==> config.mk <==
export PLATFORM = sky130hd
export DESIGN_NAME = axi_lite_slave_regs_flat
export DESIGN_NICKNAME = d
export VERILOG_FILES = /design/src/rtl/axi_lite_pkg.sv /design/src/rtl/axi_lite_if.sv /design/src/rtl/axi_lite_addr_decode.sv /design/src/rtl/axi_lite_slave_regs.sv /design/src/flat_wrapper.sv
export SDC_FILE = /design/constraint.sdc
export NUM_CORES = 1
export LEC_CHECK = 0
export ABC_AREA = 1
export CORE_MARGIN = 1.5
export CORE_UTILIZATION = 54
export CTS_CLUSTER_SIZE = 25
export DETAILED_ROUTE_END_ITERATION = 10
export PLACE_DENSITY = 0.76
export SYNTH_ARGS = -nofsm -noshare
export SYNTH_HDL_FRONTEND = slang
export SYNTH_SLANG_ARGS = --single-unit
export TNS_END_PERCENT = 30
==> constraint.sdc <==
create_clock -name clk -period 2.11 [get_ports clk]
set_clock_uncertainty 0.2 [all_clocks]
set_input_delay 0.422 -clock clk [delete_from_list [all_inputs] [get_ports clk]]
set_output_delay 0.422 -clock clk [all_outputs]
set_load 0.02 [all_outputs]
==> src/rtl/axi_lite_pkg.sv <==
// axi_lite_pkg
// Shared types for the AXI4-Lite register slave: bus word types, the response
// encoding, the write/read channel state enums and a small width helper.
// No ports (package).
package axi_lite_pkg;

  localparam int AXI_ADDR_W = 32;
  localparam int AXI_DATA_W = 32;

  typedef logic [AXI_ADDR_W-1:0] addr_t;
  typedef logic [AXI_DATA_W-1:0] data_t;

  typedef enum logic [1:0] {
    OKAY   = 2'b00,
    SLVERR = 2'b10
  } resp_t;

  // Write channel: the address and the data may arrive in either order, so
  // each half can be latched while waiting for the other.
  typedef enum logic [1:0] {
    W_IDLE,
    W_WAIT_DATA,
    W_WAIT_ADDR,
    W_RESP
  } wfsm_t;

  typedef enum logic {
    R_IDLE,
    R_RESP
  } rfsm_t;

  // Index width for a register file of n entries; never narrower than 1 bit.
  function automatic int idx_width(input int n);
    return (n > 1) ? $clog2(n) : 1;
  endfunction

endpackage

==> src/rtl/axi_lite_if.sv <==
// axi_lite_if
// AXI4-Lite bundle without clock/reset (those stay plain module ports).
// Channels: AW (awaddr/awvalid/awready), W (wdata/wstrb/wvalid/wready),
// B (bresp/bvalid/bready), AR (araddr/arvalid/arready),
// R (rdata/rresp/rvalid/rready).
// Modports: master drives the requests, slave drives readies and responses.
interface axi_lite_if #(
  parameter int ADDR_WIDTH = 32,
  parameter int DATA_WIDTH = 32
);

  logic [ADDR_WIDTH-1:0]   awaddr;
  logic                    awvalid;
  logic                    awready;

  logic [DATA_WIDTH-1:0]   wdata;
  logic [DATA_WIDTH/8-1:0] wstrb;
  logic                    wvalid;
  logic                    wready;

  logic [1:0]              bresp;
  logic                    bvalid;
  logic                    bready;

  logic [ADDR_WIDTH-1:0]   araddr;
  logic                    arvalid;
  logic                    arready;

  logic [DATA_WIDTH-1:0]   rdata;
  logic [1:0]              rresp;
  logic                    rvalid;
  logic                    rready;

  modport master (
    output awaddr, awvalid, input awready,
    output wdata, wstrb, wvalid, input wready,
    input bresp, bvalid, output bready,
    output araddr, arvalid, input arready,
    input rdata, rresp, rvalid, output rready
  );

  modport slave (
    input awaddr, awvalid, output awready,
    input wdata, wstrb, wvalid, output wready,
    output bresp, bvalid, input bready,
    input araddr, arvalid, output arready,
    output rdata, rresp, rvalid, input rready
  );

endinterface

==> src/rtl/axi_lite_addr_decode.sv <==
// axi_lite_addr_decode
// Combinational byte-address to register-index decoder.
// Ports:
//   addr in  ADDR_WIDTH : byte address from AW or AR
//   idx  out IDX_W      : word index relative to BASE_ADDR
//   hit  out 1          : address is word aligned and inside the register file
module axi_lite_addr_decode #(
  parameter int                    ADDR_WIDTH = 32,
  parameter int                    NUM_REGS   = 16,
  parameter logic [ADDR_WIDTH-1:0] BASE_ADDR  = '0,
  parameter int                    IDX_W      = 4
) (
  input  logic [ADDR_WIDTH-1:0] addr,
  output logic [IDX_W-1:0]      idx,
  output logic                  hit
);

  logic [ADDR_WIDTH-1:0] offset;
  logic [ADDR_WIDTH-1:0] word;

  assign offset = addr - BASE_ADDR;
  assign word   = offset >> 2;
  assign idx    = word[IDX_W-1:0];

  // The full-width word compare matters: idx alone is truncated and would
  // alias out-of-range addresses onto real registers.
  assign hit = (addr[1:0] == 2'b00) &&
               (addr >= BASE_ADDR) &&
               (word < ADDR_WIDTH'(NUM_REGS));

endmodule

==> src/rtl/axi_lite_slave_regs.sv <==
// axi_lite_slave_regs
// AXI4-Lite responder with a NUM_REGS x 32-bit register file, byte strobes and
// OKAY/SLVERR responses. Write and read channels run independently, each with
// one outstanding transaction.
// Ports:
//   clk  in  1 : clock, rising edge
//   rst  in  1 : synchronous active-high reset
//   bus  slave modport of axi_lite_if (AW, W, B, AR, R channels)
module axi_lite_slave_regs
  import axi_lite_pkg::*;
#(
  parameter int                    ADDR_WIDTH = 32,
  parameter int                    DATA_WIDTH = 32,
  parameter int                    NUM_REGS   = 16,
  parameter logic [ADDR_WIDTH-1:0] BASE_ADDR  = '0
) (
  input logic       clk,
  input logic       rst,
  axi_lite_if.slave bus
);

  localparam int IDX_W     = idx_width(NUM_REGS);
  localparam int NUM_BYTES = DATA_WIDTH / 8;

  // ---------------------------------------------------------------- write side
  wfsm_t                   wstate_reg, wstate_next;
  logic                    awready_reg, awready_next;
  logic                    wready_reg, wready_next;
  logic                    bvalid_reg, bvalid_next;
  resp_t                   bresp_reg, bresp_next;
  logic [ADDR_WIDTH-1:0]   aw_addr_reg, aw_addr_next;
  logic [DATA_WIDTH-1:0]   w_data_reg, w_data_next;
  logic [NUM_BYTES-1:0]    w_strb_reg, w_strb_next;

  logic                    aw_hs;
  logic                    w_hs;
  logic                    commit;
  logic [ADDR_WIDTH-1:0]   wr_addr;
  logic [DATA_WIDTH-1:0]   wr_data;
  logic [NUM_BYTES-1:0]    wr_strb;
  logic [IDX_W-1:0]        wr_idx;
  logic                    wr_hit;

  // ----------------------------------------------------------------- read side
  rfsm_t                   rstate_reg, rstate_next;
  logic                    arready_reg, arready_next;
  logic                    rvalid_reg, rvalid_next;
  resp_t                   rresp_reg, rresp_next;
  logic [DATA_WIDTH-1:0]   rdata_reg, rdata_next;

  logic                    ar_hs;
  logic [IDX_W-1:0]        rd_idx;
  logic                    rd_hit;
  logic [DATA_WIDTH-1:0]   rd_word;

  assign aw_hs = bus.awvalid && awready_reg;
  assign w_hs  = bus.wvalid && wready_reg;
  assign ar_hs = bus.arvalid && arready_reg;

  axi_lite_addr_decode #(
    .ADDR_WIDTH (ADDR_WIDTH),
    .NUM_REGS   (NUM_REGS),
    .BASE_ADDR  (BASE_ADDR),
    .IDX_W      (IDX_W)
  ) u_aw_decode (
    .addr (wr_addr),
    .idx  (wr_idx),
    .hit  (wr_hit)
  );

  axi_lite_addr_decode #(
    .ADDR_WIDTH (ADDR_WIDTH),
    .NUM_REGS   (NUM_REGS),
    .BASE_ADDR  (BASE_ADDR),
    .IDX_W      (IDX_W)
  ) u_ar_decode (
    .addr (bus.araddr),
    .idx  (rd_idx),
    .hit  (rd_hit)
  );

  // Write FSM: next state, latched halves and the commit strobe.
  // wr_addr/wr_data/wr_strb select between the live bus and the latched copy,
  // so the commit sees a complete request on the edge that enters W_RESP.
  always_comb begin
    wstate_next  = wstate_reg;
    aw_addr_next = aw_addr_reg;
    w_data_next  = w_data_reg;
    w_strb_next  = w_strb_reg;
    bresp_next   = bresp_reg;
    commit       = 1'b0;
    wr_addr      = aw_addr_reg;
    wr_data      = w_data_reg;
    wr_strb      = w_strb_reg;

    case (wstate_reg)
      W_IDLE: begin
        wr_addr = bus.awaddr;
        wr_data = bus.wdata;
        wr_strb = bus.wstrb;
        if (aw_hs && w_hs) begin
          commit      = 1'b1;
          wstate_next = W_RESP;
        end else if (aw_hs) begin
          aw_addr_next = bus.awaddr;
          wstate_next  = W_WAIT_DATA;
        end else if (w_hs) begin
          w_data_next = bus.wdata;
          w_strb_next = bus.wstrb;
          wstate_next = W_WAIT_ADDR;
        end
      end
      W_WAIT_DATA: begin
        wr_data = bus.wdata;
        wr_strb = bus.wstrb;
        if (w_hs) begin
          commit      = 1'b1;
          wstate_next = W_RESP;
        end
      end
      W_WAIT_ADDR: begin
        wr_addr = bus.awaddr;
        if (aw_hs) begin
          commit      = 1'b1;
          wstate_next = W_RESP;
        end
      end
      W_RESP: begin
        if (bus.bready) begin
          wstate_next = W_IDLE;
        end
      end
      default: wstate_next = W_IDLE;
    endcase

    if (commit) begin
      bresp_next = wr_hit ? OKAY : SLVERR;
    end

    // Readies are registered from the state being entered, so each channel
    // half is offered exactly while the FSM still needs it.
    awready_next = (wstate_next == W_IDLE) || (wstate_next == W_WAIT_ADDR);
    wready_next  = (wstate_next == W_IDLE) || (wstate_next == W_WAIT_DATA);
    bvalid_next  = (wstate_next == W_RESP);
  end

  always_ff @(posedge clk) begin
    if (rst) begin
      wstate_reg  <= W_IDLE;
      awready_reg <= 1'b0;
      wready_reg  <= 1'b0;
      bvalid_reg  <= 1'b0;
      bresp_reg   <= OKAY;
      aw_addr_reg <= '0;
      w_data_reg  <= '0;
      w_strb_reg  <= '0;
    end else begin
      wstate_reg  <= wstate_next;
      awready_reg <= awready_next;
      wready_reg  <= wready_next;
      bvalid_reg  <= bvalid_next;
      bresp_reg   <= bresp_next;
      aw_addr_reg <= aw_addr_next;
      w_data_reg  <= w_data_next;
      w_strb_reg  <= w_strb_next;
    end
  end

  // Register file, one byte lane per generate iteration so each strobe bit
  // owns its own storage.
  genvar gi;
  generate
    for (gi = 0; gi < NUM_BYTES; gi++) begin : g_lane
      logic [7:0] mem [NUM_REGS];

      always_ff @(posedge clk) begin
        if (rst) begin
          for (int i = 0; i < NUM_REGS; i++) begin
            mem[i] <= '0;
          end
        end else if (commit && wr_hit && wr_strb[gi]) begin
          mem[wr_idx] <= wr_data[gi*8 +: 8];
        end
      end

      assign rd_word[gi*8 +: 8] = mem[rd_idx];
    end
  endgenerate

  // Read FSM. rd_word is sampled on the AR edge before any same-edge write
  // lands, so a colliding read returns the pre-write value.
  always_comb begin
    rstate_next = rstate_reg;
    rdata_next  = rdata_reg;
    rresp_next  = rresp_reg;

    case (rstate_reg)
      R_IDLE: begin
        if (ar_hs) begin
          rdata_next  = rd_hit ? rd_word : '0;
          rresp_next  = rd_hit ? OKAY : SLVERR;
          rstate_next = R_RESP;
        end
      end
      R_RESP: begin
        if (bus.rready) begin
          rstate_next = R_IDLE;
        end
      end
      default: rstate_next = R_IDLE;
    endcase

    arready_next = (rstate_next == R_IDLE);
    rvalid_next  = (rstate_next == R_RESP);
  end

  always_ff @(posedge clk) begin
    if (rst) begin
      rstate_reg  <= R_IDLE;
      arready_reg <= 1'b0;
      rvalid_reg  <= 1'b0;
      rresp_reg   <= OKAY;
      rdata_reg   <= '0;
    end else begin
      rstate_reg  <= rstate_next;
      arready_reg <= arready_next;
      rvalid_reg  <= rvalid_next;
      rresp_reg   <= rresp_next;
      rdata_reg   <= rdata_next;
    end
  end

  assign bus.awready = awready_reg;
  assign bus.wready  = wready_reg;
  assign bus.bvalid  = bvalid_reg;
  assign bus.bresp   = bresp_reg;
  assign bus.arready = arready_reg;
  assign bus.rvalid  = rvalid_reg;
  assign bus.rresp   = rresp_reg;
  assign bus.rdata   = rdata_reg;

endmodule

==> src/flat_wrapper.sv <==
// flat-port wrapper written by rule: the top's interface ports become plain ports
module axi_lite_slave_regs_flat import axi_lite_pkg::*;
#(
  parameter int                    ADDR_WIDTH = 32,
  parameter int                    DATA_WIDTH = 32,
  parameter int                    NUM_REGS   = 16,
  parameter logic [ADDR_WIDTH-1:0] BASE_ADDR  = '0
)
  (clk, rst, bus_awaddr, bus_awvalid, bus_awready, bus_wdata, bus_wstrb, bus_wvalid, bus_wready, bus_bresp, bus_bvalid, bus_bready, bus_araddr, bus_arvalid, bus_arready, bus_rdata, bus_rresp, bus_rvalid, bus_rready);
  axi_lite_if #(.ADDR_WIDTH(ADDR_WIDTH), .DATA_WIDTH(DATA_WIDTH)) bus_i ();
  input logic clk;
  input logic rst;
  input wire logic [$bits(bus_i.awaddr)-1:0] bus_awaddr;
  input wire logic [$bits(bus_i.awvalid)-1:0] bus_awvalid;
  output wire logic [$bits(bus_i.awready)-1:0] bus_awready;
  input wire logic [$bits(bus_i.wdata)-1:0] bus_wdata;
  input wire logic [$bits(bus_i.wstrb)-1:0] bus_wstrb;
  input wire logic [$bits(bus_i.wvalid)-1:0] bus_wvalid;
  output wire logic [$bits(bus_i.wready)-1:0] bus_wready;
  output wire logic [$bits(bus_i.bresp)-1:0] bus_bresp;
  output wire logic [$bits(bus_i.bvalid)-1:0] bus_bvalid;
  input wire logic [$bits(bus_i.bready)-1:0] bus_bready;
  input wire logic [$bits(bus_i.araddr)-1:0] bus_araddr;
  input wire logic [$bits(bus_i.arvalid)-1:0] bus_arvalid;
  output wire logic [$bits(bus_i.arready)-1:0] bus_arready;
  output wire logic [$bits(bus_i.rdata)-1:0] bus_rdata;
  output wire logic [$bits(bus_i.rresp)-1:0] bus_rresp;
  output wire logic [$bits(bus_i.rvalid)-1:0] bus_rvalid;
  input wire logic [$bits(bus_i.rready)-1:0] bus_rready;
  assign bus_i.awaddr = bus_awaddr;
  assign bus_i.awvalid = bus_awvalid;
  assign bus_awready = bus_i.awready;
  assign bus_i.wdata = bus_wdata;
  assign bus_i.wstrb = bus_wstrb;
  assign bus_i.wvalid = bus_wvalid;
  assign bus_wready = bus_i.wready;
  assign bus_bresp = bus_i.bresp;
  assign bus_bvalid = bus_i.bvalid;
  assign bus_i.bready = bus_bready;
  assign bus_i.araddr = bus_araddr;
  assign bus_i.arvalid = bus_arvalid;
  assign bus_arready = bus_i.arready;
  assign bus_rdata = bus_i.rdata;
  assign bus_rresp = bus_i.rresp;
  assign bus_rvalid = bus_i.rvalid;
  assign bus_i.rready = bus_rready;
  axi_lite_slave_regs #(.ADDR_WIDTH(ADDR_WIDTH), .DATA_WIDTH(DATA_WIDTH), .NUM_REGS(NUM_REGS), .BASE_ADDR(BASE_ADDR)) u_core (.clk(clk), .rst(rst), .bus(bus_i));
endmodule
==> impl_metrics.csv <==
group,metric,value,unit
status,status,"complete, but fails checks",
status,failed_checks,"negative setup slack",
clock_network,clock-root-buffer,"clkbuf_16",
drt,drt_wl_total,83.2,mm
power,comb_power_share,0.120,
clock_network,cts_buffer_depth,3,
clock_network,cts_hold_buf,0,
worst_setup_path,end_kind,"flip-flop",
worst_setup_path,crit_type,"flip-flop to flip-flop",
synthesis,synth_area,28400,um2
power,peakVddDrop,630,uV
clock_network,clkTransAtPathRegs,0.06,ns
timing,setup_slack,-0.108,ns
placed_design,io_buffers,145,
synthesis,synthTopCellsByArea,"edfxtp_1 (54%), nor2_1 (8.8%), nand2_1 (8.8%), nand3_1 (8.6%), dfxtp_1 (7.7%)",
layout,stdcell_area,36000,um2
synthesis,yosys_warnings,0,
layout,syn_to_final_growth,26.7,%
worst_setup_path,startpoint_type,"flip-flop",
worst_setup_path,crit_arrival,2.34,ns
synthesis,yosysSeqAreaShare,0.618,
clock_network,clock_sinks,621,
synthesis,yosys.area.top_type,"edfxtp_1",
hold_path,hold_class,"primary input to flip-flop",
clock_network,cts_buffers,67,
timing,finalCriticalPeriod,2.22,ns
layout,nets,3331,
global_routing,grt_pass1_wl,125,mm
floorplan,die_w,232,um
timing,rsz0062_at_grt,"true",
placed_design,post_dp_cell_area,32800,um2
drt,wire_per_inst,21.0,um
drt,drt_iter0_drc,2720,
floorplan,initial_core_util,0.550,
synthesis,ys_types,34,
drt,first_pass_iters,8,
power,p_int,21.7,mW
layout,drive_above_1_share,0.181,
floorplan,core_area,51700,um2
worst_setup_path,slowest_delay,0.36,ns
floorplan,dieArea,54000,um2
worst_setup_path,cp_common_cell,"buf_12",
timing,finalHoldViolations,0,
timing,fmax,0.451,GHz
timing,drv_slew,0,
drt,drc,0,
flow_run,cap_violations,0,
drt,post_drt_via_cell_ratio,5.90,
clock_network,cts_tree,"done",
timing,max_slew.worst_pin.slew,0.720,ns
layout,stdcell_count,3959,
power,power_density,800,nW/um2
worst_setup_path,critPathSlowestCell,"dfxtp_4",
timing,setup_viol,896,
clock_network,clk_latency,0.60,ns
layout,regMostFlops,"u_core.g_lane.mem",
power,p_seq_frac,0.480,
timing,max_slew_margin,0.520,
synthesis,synth_top_cell_area_share,0.541,
floorplan,rows,83,
power,p_sw_frac,0.248,
placed_design,dp_hpwl,54.1,mm
drt,antenna_left,0,
timing,whs,0.250,ns
worst_setup_path,path_cells,"buf_6 > nand2_4 > inv_2 > nor3_4 > nand2_2 > nor2_4 > buf_12 > buf_12 > nand3_4 > nand2_4 > buf_12",
global_routing,grt_max_degree,74,
layout,largest_register_ffs,512,
global_routing,antenna_found_initial,1,
placed_design,placedCellCount,3830,
power,power.static_leakage,13.5,nW
synthesis,synthCells,2964,
drt,vias,23400,
power,p_sw,7.15,mW
floorplan,ios,148,
floorplan,die_h,232,um
worst_setup_path,worst_ep_required_time,2.23,ns
synthesis,syn_area_per_cell,9.59,um2
worst_setup_path,cp_max_fo,8,
clock_network,htreeDepth,3,
placed_design,pre_cts_slack,-0.666,ns
global_routing,grt_usage,0.305,
placed_design,gp_congestion,0.894,
global_routing,first_global_vias,22700,
synthesis,synth-seq-cells,621,
global_routing,overflow,0,
timing,tns,-42.83,ns
power,p_clk_frac,0.400,
timing,fin_crit_sh,1.05,
kinds of logic (layout without fill, tap and decap cells):
logic type,Yosys count,count (layout),synth area share
compound gates,133,133,0.0241
flops,621,621,0.618
buf+inv,241,554,0.0376
mux,23,23,0.00810
simple gates,1945,1945,0.312
other cells,1,3,0.000132
per-stage QoR:
stage	utilization	power, mW
global route	0.696	29.5
global placement	0.634	17.2
CTS	0.686	28.6
floorplan	-	15.7
detailed placement	0.634	17.3
finish	0.696	28.8
per-layer routing:
layer	part of all wire	GRT usage
met5	0	0
met2	0.48	0.507
met4	0.036	0.130
met3	0.11	0.0545
met1	0.37	0.394
power by group through the flow:
stage / clock network (mW) / registers (mW) / logic (mW)
global route: 12.0 / 13.9 / 3.64
CTS: 11.5 / 13.8 / 3.29
detailed placement: 0 / 14.1 / 3.21
floorplan: 0 / 14.0 / 1.67
finish: 11.5 / 13.8 / 3.46
global placement: 0 / 14.1 / 3.14
synth_stat cells:
library cell / n
or2_1: 5
nor3_2: 1
nor2_2: 33
buf_6: 5
nor3_1: 9
nand3b_1: 1
buf_8: 1
nand2_1: 663
buf_12: 4
nor2_1: 668
mux2i_1: 23
o21ai_0: 74
or2_0: 1
buf_4: 5
nand2_2: 3
clkinv_1: 1
buf_2: 26
nand4_1: 4
a21oi_2: 1
inv_2: 4
a21oi_1: 44
nand3_1: 487
a31oi_1: 1
o21ai_1: 9
dfxtp_1: 109
conb_1: 1
inv_1: 42
nand3_4: 51
nand3_2: 7
buf_1: 21
o21ai_2: 4
edfxtp_1: 512
nor2_4: 12
clkbuf_1: 132
path summary, 6_finish.rpt:
check	from	end	slack, ns	depth (start not counted)
max	u_core.wstate_reg[0]$_SDFF_PP0_	u_core.g_lane[0].mem[11][5]$_SDFFCE_PN0P_	-0.11	11
min	rst	u_core.aw_addr_reg[27]$_SDFFE_PP0P_	0.25	5
max reg2reg	u_core.wstate_reg[0]$_SDFF_PP0_	u_core.g_lane[0].mem[11][5]$_SDFFCE_PN0P_	-0.11	11
min reg2reg	u_core.w_data_reg[4]$_SDFFE_PP0P_	u_core.w_data_reg[4]$_SDFFE_PP0P_	0.25	2
critical path, delay by kind of cell (launching register included):
family / cells / cell delay (ns)
and+or+nand+nor: 6 / 0.69
DFF: 1 / 0.36
buffers and inverters: 5 / 0.68
placed cells by master, fill, tap and decap left out, drive strengths merged:
cell type and count:
nor2 713, nand2 666, nand3 545, edfxtp 512, buf 242, clkdlybuf4s50 127
dfxtp 109, clkbuf 104, o21ai 87, inv 48, a21oi 45, mux2i 23
clkinv 16, dlygate4sd2 14, nor3 10, or2 6, nand4 4, conb 2
bufinv 2, diode 1, nand3b 1, a31oi 1, clkinvlp 1
area by class of cell:
| class | count | area [um2] |
|---|---|---|
| inverters | 47 | 191 |
| repair buffers | 384 | 4440 |
| diodes | 1 | 2.50 |
| well taps | 680 | 851 |
| flip-flops and latches | 621 | 17600 |
| clock inverters | 20 | 149 |
| fillers | 3588 | 15700 |
| multi-input cells | 2103 | 10800 |
| clock buffers | 103 | 2000 |
what timing repair did:
| action | in CTS | in global routing |
|---|---|---|
| buffers inserted | 6 | 2 |
| pin swaps | 9 | 16 |
| gates cloned | 3 | 1 |
| gates resized for setup | 132 | 130 |
| endpoints found under the setup margin | 1053 | 1049 |
Note: power is estimated with default switching activity, not from simulation.
==> variant, RTL diff (same flow settings) <==
`ADDR_WIDTH` is set to 32 in 4 places; all go to 48.
--- a/src/rtl/axi_lite_if.sv
+++ b/src/rtl/axi_lite_if.sv
@@ -5,7 +5,7 @@
 // R (rdata/rresp/rvalid/rready).
 // Modports: master drives the requests, slave drives readies and responses.
 interface axi_lite_if #(
-  parameter int ADDR_WIDTH = 32,
+  parameter int ADDR_WIDTH = 48,
   parameter int DATA_WIDTH = 32
 );
 
--- a/src/rtl/axi_lite_addr_decode.sv
+++ b/src/rtl/axi_lite_addr_decode.sv
@@ -5,7 +5,7 @@
 //   idx  out IDX_W      : word index relative to BASE_ADDR
 //   hit  out 1          : address is word aligned and inside the register file
 module axi_lite_addr_decode #(
-  parameter int                    ADDR_WIDTH = 32,
+  parameter int                    ADDR_WIDTH = 48,
   parameter int                    NUM_REGS   = 16,
   parameter logic [ADDR_WIDTH-1:0] BASE_ADDR  = '0,
   parameter int                    IDX_W      = 4
--- a/src/rtl/axi_lite_slave_regs.sv
+++ b/src/rtl/axi_lite_slave_regs.sv
@@ -9,7 +9,7 @@
 module axi_lite_slave_regs
   import axi_lite_pkg::*;
 #(
-  parameter int                    ADDR_WIDTH = 32,
+  parameter int                    ADDR_WIDTH = 48,
   parameter int                    DATA_WIDTH = 32,
   parameter int                    NUM_REGS   = 16,
   parameter logic [ADDR_WIDTH-1:0] BASE_ADDR  = '0
--- a/src/flat_wrapper.sv
+++ b/src/flat_wrapper.sv
@@ -1,7 +1,7 @@
 // flat-port wrapper written by rule: the top's interface ports become plain ports
 module axi_lite_slave_regs_flat import axi_lite_pkg::*;
 #(
-  parameter int                    ADDR_WIDTH = 32,
+  parameter int                    ADDR_WIDTH = 48,
   parameter int                    DATA_WIDTH = 32,
   parameter int                    NUM_REGS   = 16,
   parameter logic [ADDR_WIDTH-1:0] BASE_ADDR  = '0
Interface: changed (resized bus_araddr and bus_awaddr); port bits go from 148 to 180. The function was not compared with the original's and may differ.
==> variant against the original RTL <==
The flow still finishes with violations (setup timing); setup slack got worse by 0.027 ns; sequential cell count increased by 16; sequential power increased by 3%; routed wire length increased by 1.7%; count of clock-buffer cells in the layout decreased by 12; worst hold slack got worse by 0.023 ns; power increased by 1.6%; non-clock buffer count increased by 54; critical path depth decreased by 3; area after synthesis increased by 4.6%; die area increased by 4.5%; design area increased by 4.2%; highest routed layer unchanged.
==> variant: results (changes against the original RTL) <==
{| class="wikitable"
! Metric !! Value
|-
| Status || complete, but fails checks
|-
| Failing checks || setup timing
|-
| HPWL Detailed || 56320 µm (+4.1%)
|-
| Area occupied by multi-input gates || 11330 µm² (+4.8%)
|-
| Count of mapped cells out of synthesis || 3113 (+5.0%)
|-
| Area contributors post-synth || edfxtp_1, nor2_1, nand2_1
|-
| Placed Cells || 4023 (+5.0%)
|-
| Number of CTS-inserted buffers || 66 (-1.5%)
|-
| Fraction of layout cells with a size suffix above 1 || 17.78% (-0.34 points)
|-
| Number of fill cells || 3772 (+5.1%)
|-
| Overall routing resource usage || 29.88% (-0.63 points)
|-
| Largest net degree at the start of global routing || 81 (+9.5%)
|-
| Cell-internal power || 22.00 mW (+1.6%)
|-
| Crit path setup slack, layout || -0.1353 ns (-0.02726 ns)
|-
| Cts hold-fix bufs || 1 (+1)
|-
| Combinational logic power || 3.57 mW (+3%)
|-
| Worst-margin pin slew || 0.5595 ns (-0.1601 ns)
|-
| CP endpoint || u_core.g_lane[1].mem[7][5]$_SDFFCE_PN0P_
|-
| Average vias per placed instance || 5.870 (-0.52%)
|-
| Maximum single-stage delay on the critical path || 0.38 ns (+0.02 ns)
|-
| Detailed route wirelength on metal3 || 9255 µm (+4.7%)
|-
| Clock Buffer Count || 91 (-12%)
|-
| Setup violators final || 1056 (+18%)
|-
| Total number of multi-input combinational cells || 2220 (+5.6%)
|-
| Non-clock buffers, area share || 13.59% (+1.3 points)
|-
| Total power || 29.28 mW (+1.6%)
|-
| Number of unique standard cell types used by synthesis || 37 (+8.8%)
|-
| Vias in the first global route || 23510 (+3.4%)
|-
| WL met2 || 40870 µm (+1.5%)
|-
| Synth cell count leaders || nor2_1, nand2_1, edfxtp_1
|-
| Count of cells resized by post-cts repair || 91 (-31%)
|-
| Pleak || 15.03 nW (+11%)
|-
| Hold Path Depth || 3 (-2)
|-
| Ant diodes || 0 (-1)
|-
| Final routed wire length divided by cell count || 20.33 µm (-3.3%)
|-
| Final net count || 3552 (+6.6%)
|-
| Launch instance of the worst min-delay path || bus_awaddr[27]
|-
| Depth of the worst register-to-register path || 8 (-3)
|-
| Drt total wl || 84600 µm (+1.7%)
|-
| Compound-Gate Fraction of Synth Area || 2.668% (+0.26 points)
|-
| Buffers added on ports || 177 (+22%)
|-
| Flip-flop and latch area || 17880 µm² (+1.8%)
|}
variant: cell types whose count changed in the layout (fill, tap and decap cells not counted), moves of 27 or more:
| cell | change |
|---|---|
| buf_4 | +29 |
| nand3_4 | -60 |
| buf_6 | -27 |
| nand4_4 | +61 |
| clkdlybuf4s50_1 | +44 |
| nor2_1 | +71 |
variant: per-stage QoR:
step | setup slack [ns] | cell area, µm² | setup TNS (ns) | utilization (%)
after floorplan | -0.1158 | 30010 | -37.12 | -
after global placement | -0.6997 | 34600 | -571.71 | 63.92
after detailed placement | -0.7160 | 34600 | -588.07 | 63.92
after CTS | -0.1243 | 37290 | -68.22 | 68.89
after global routing | -0.2106 | 37530 | -153.98 | 69.33
final | -0.1353 | 37530 | -75.22 | 69.33
variant: per-layer routing:
metal | up-vias | global-route usage, %
met4 | 0 | 12.01
met2 | 1464 | 49.93
met3 | 229 | 5.539
li1 | 11160 | -
met1 | 11570 | 38.57
met5 | - | 0
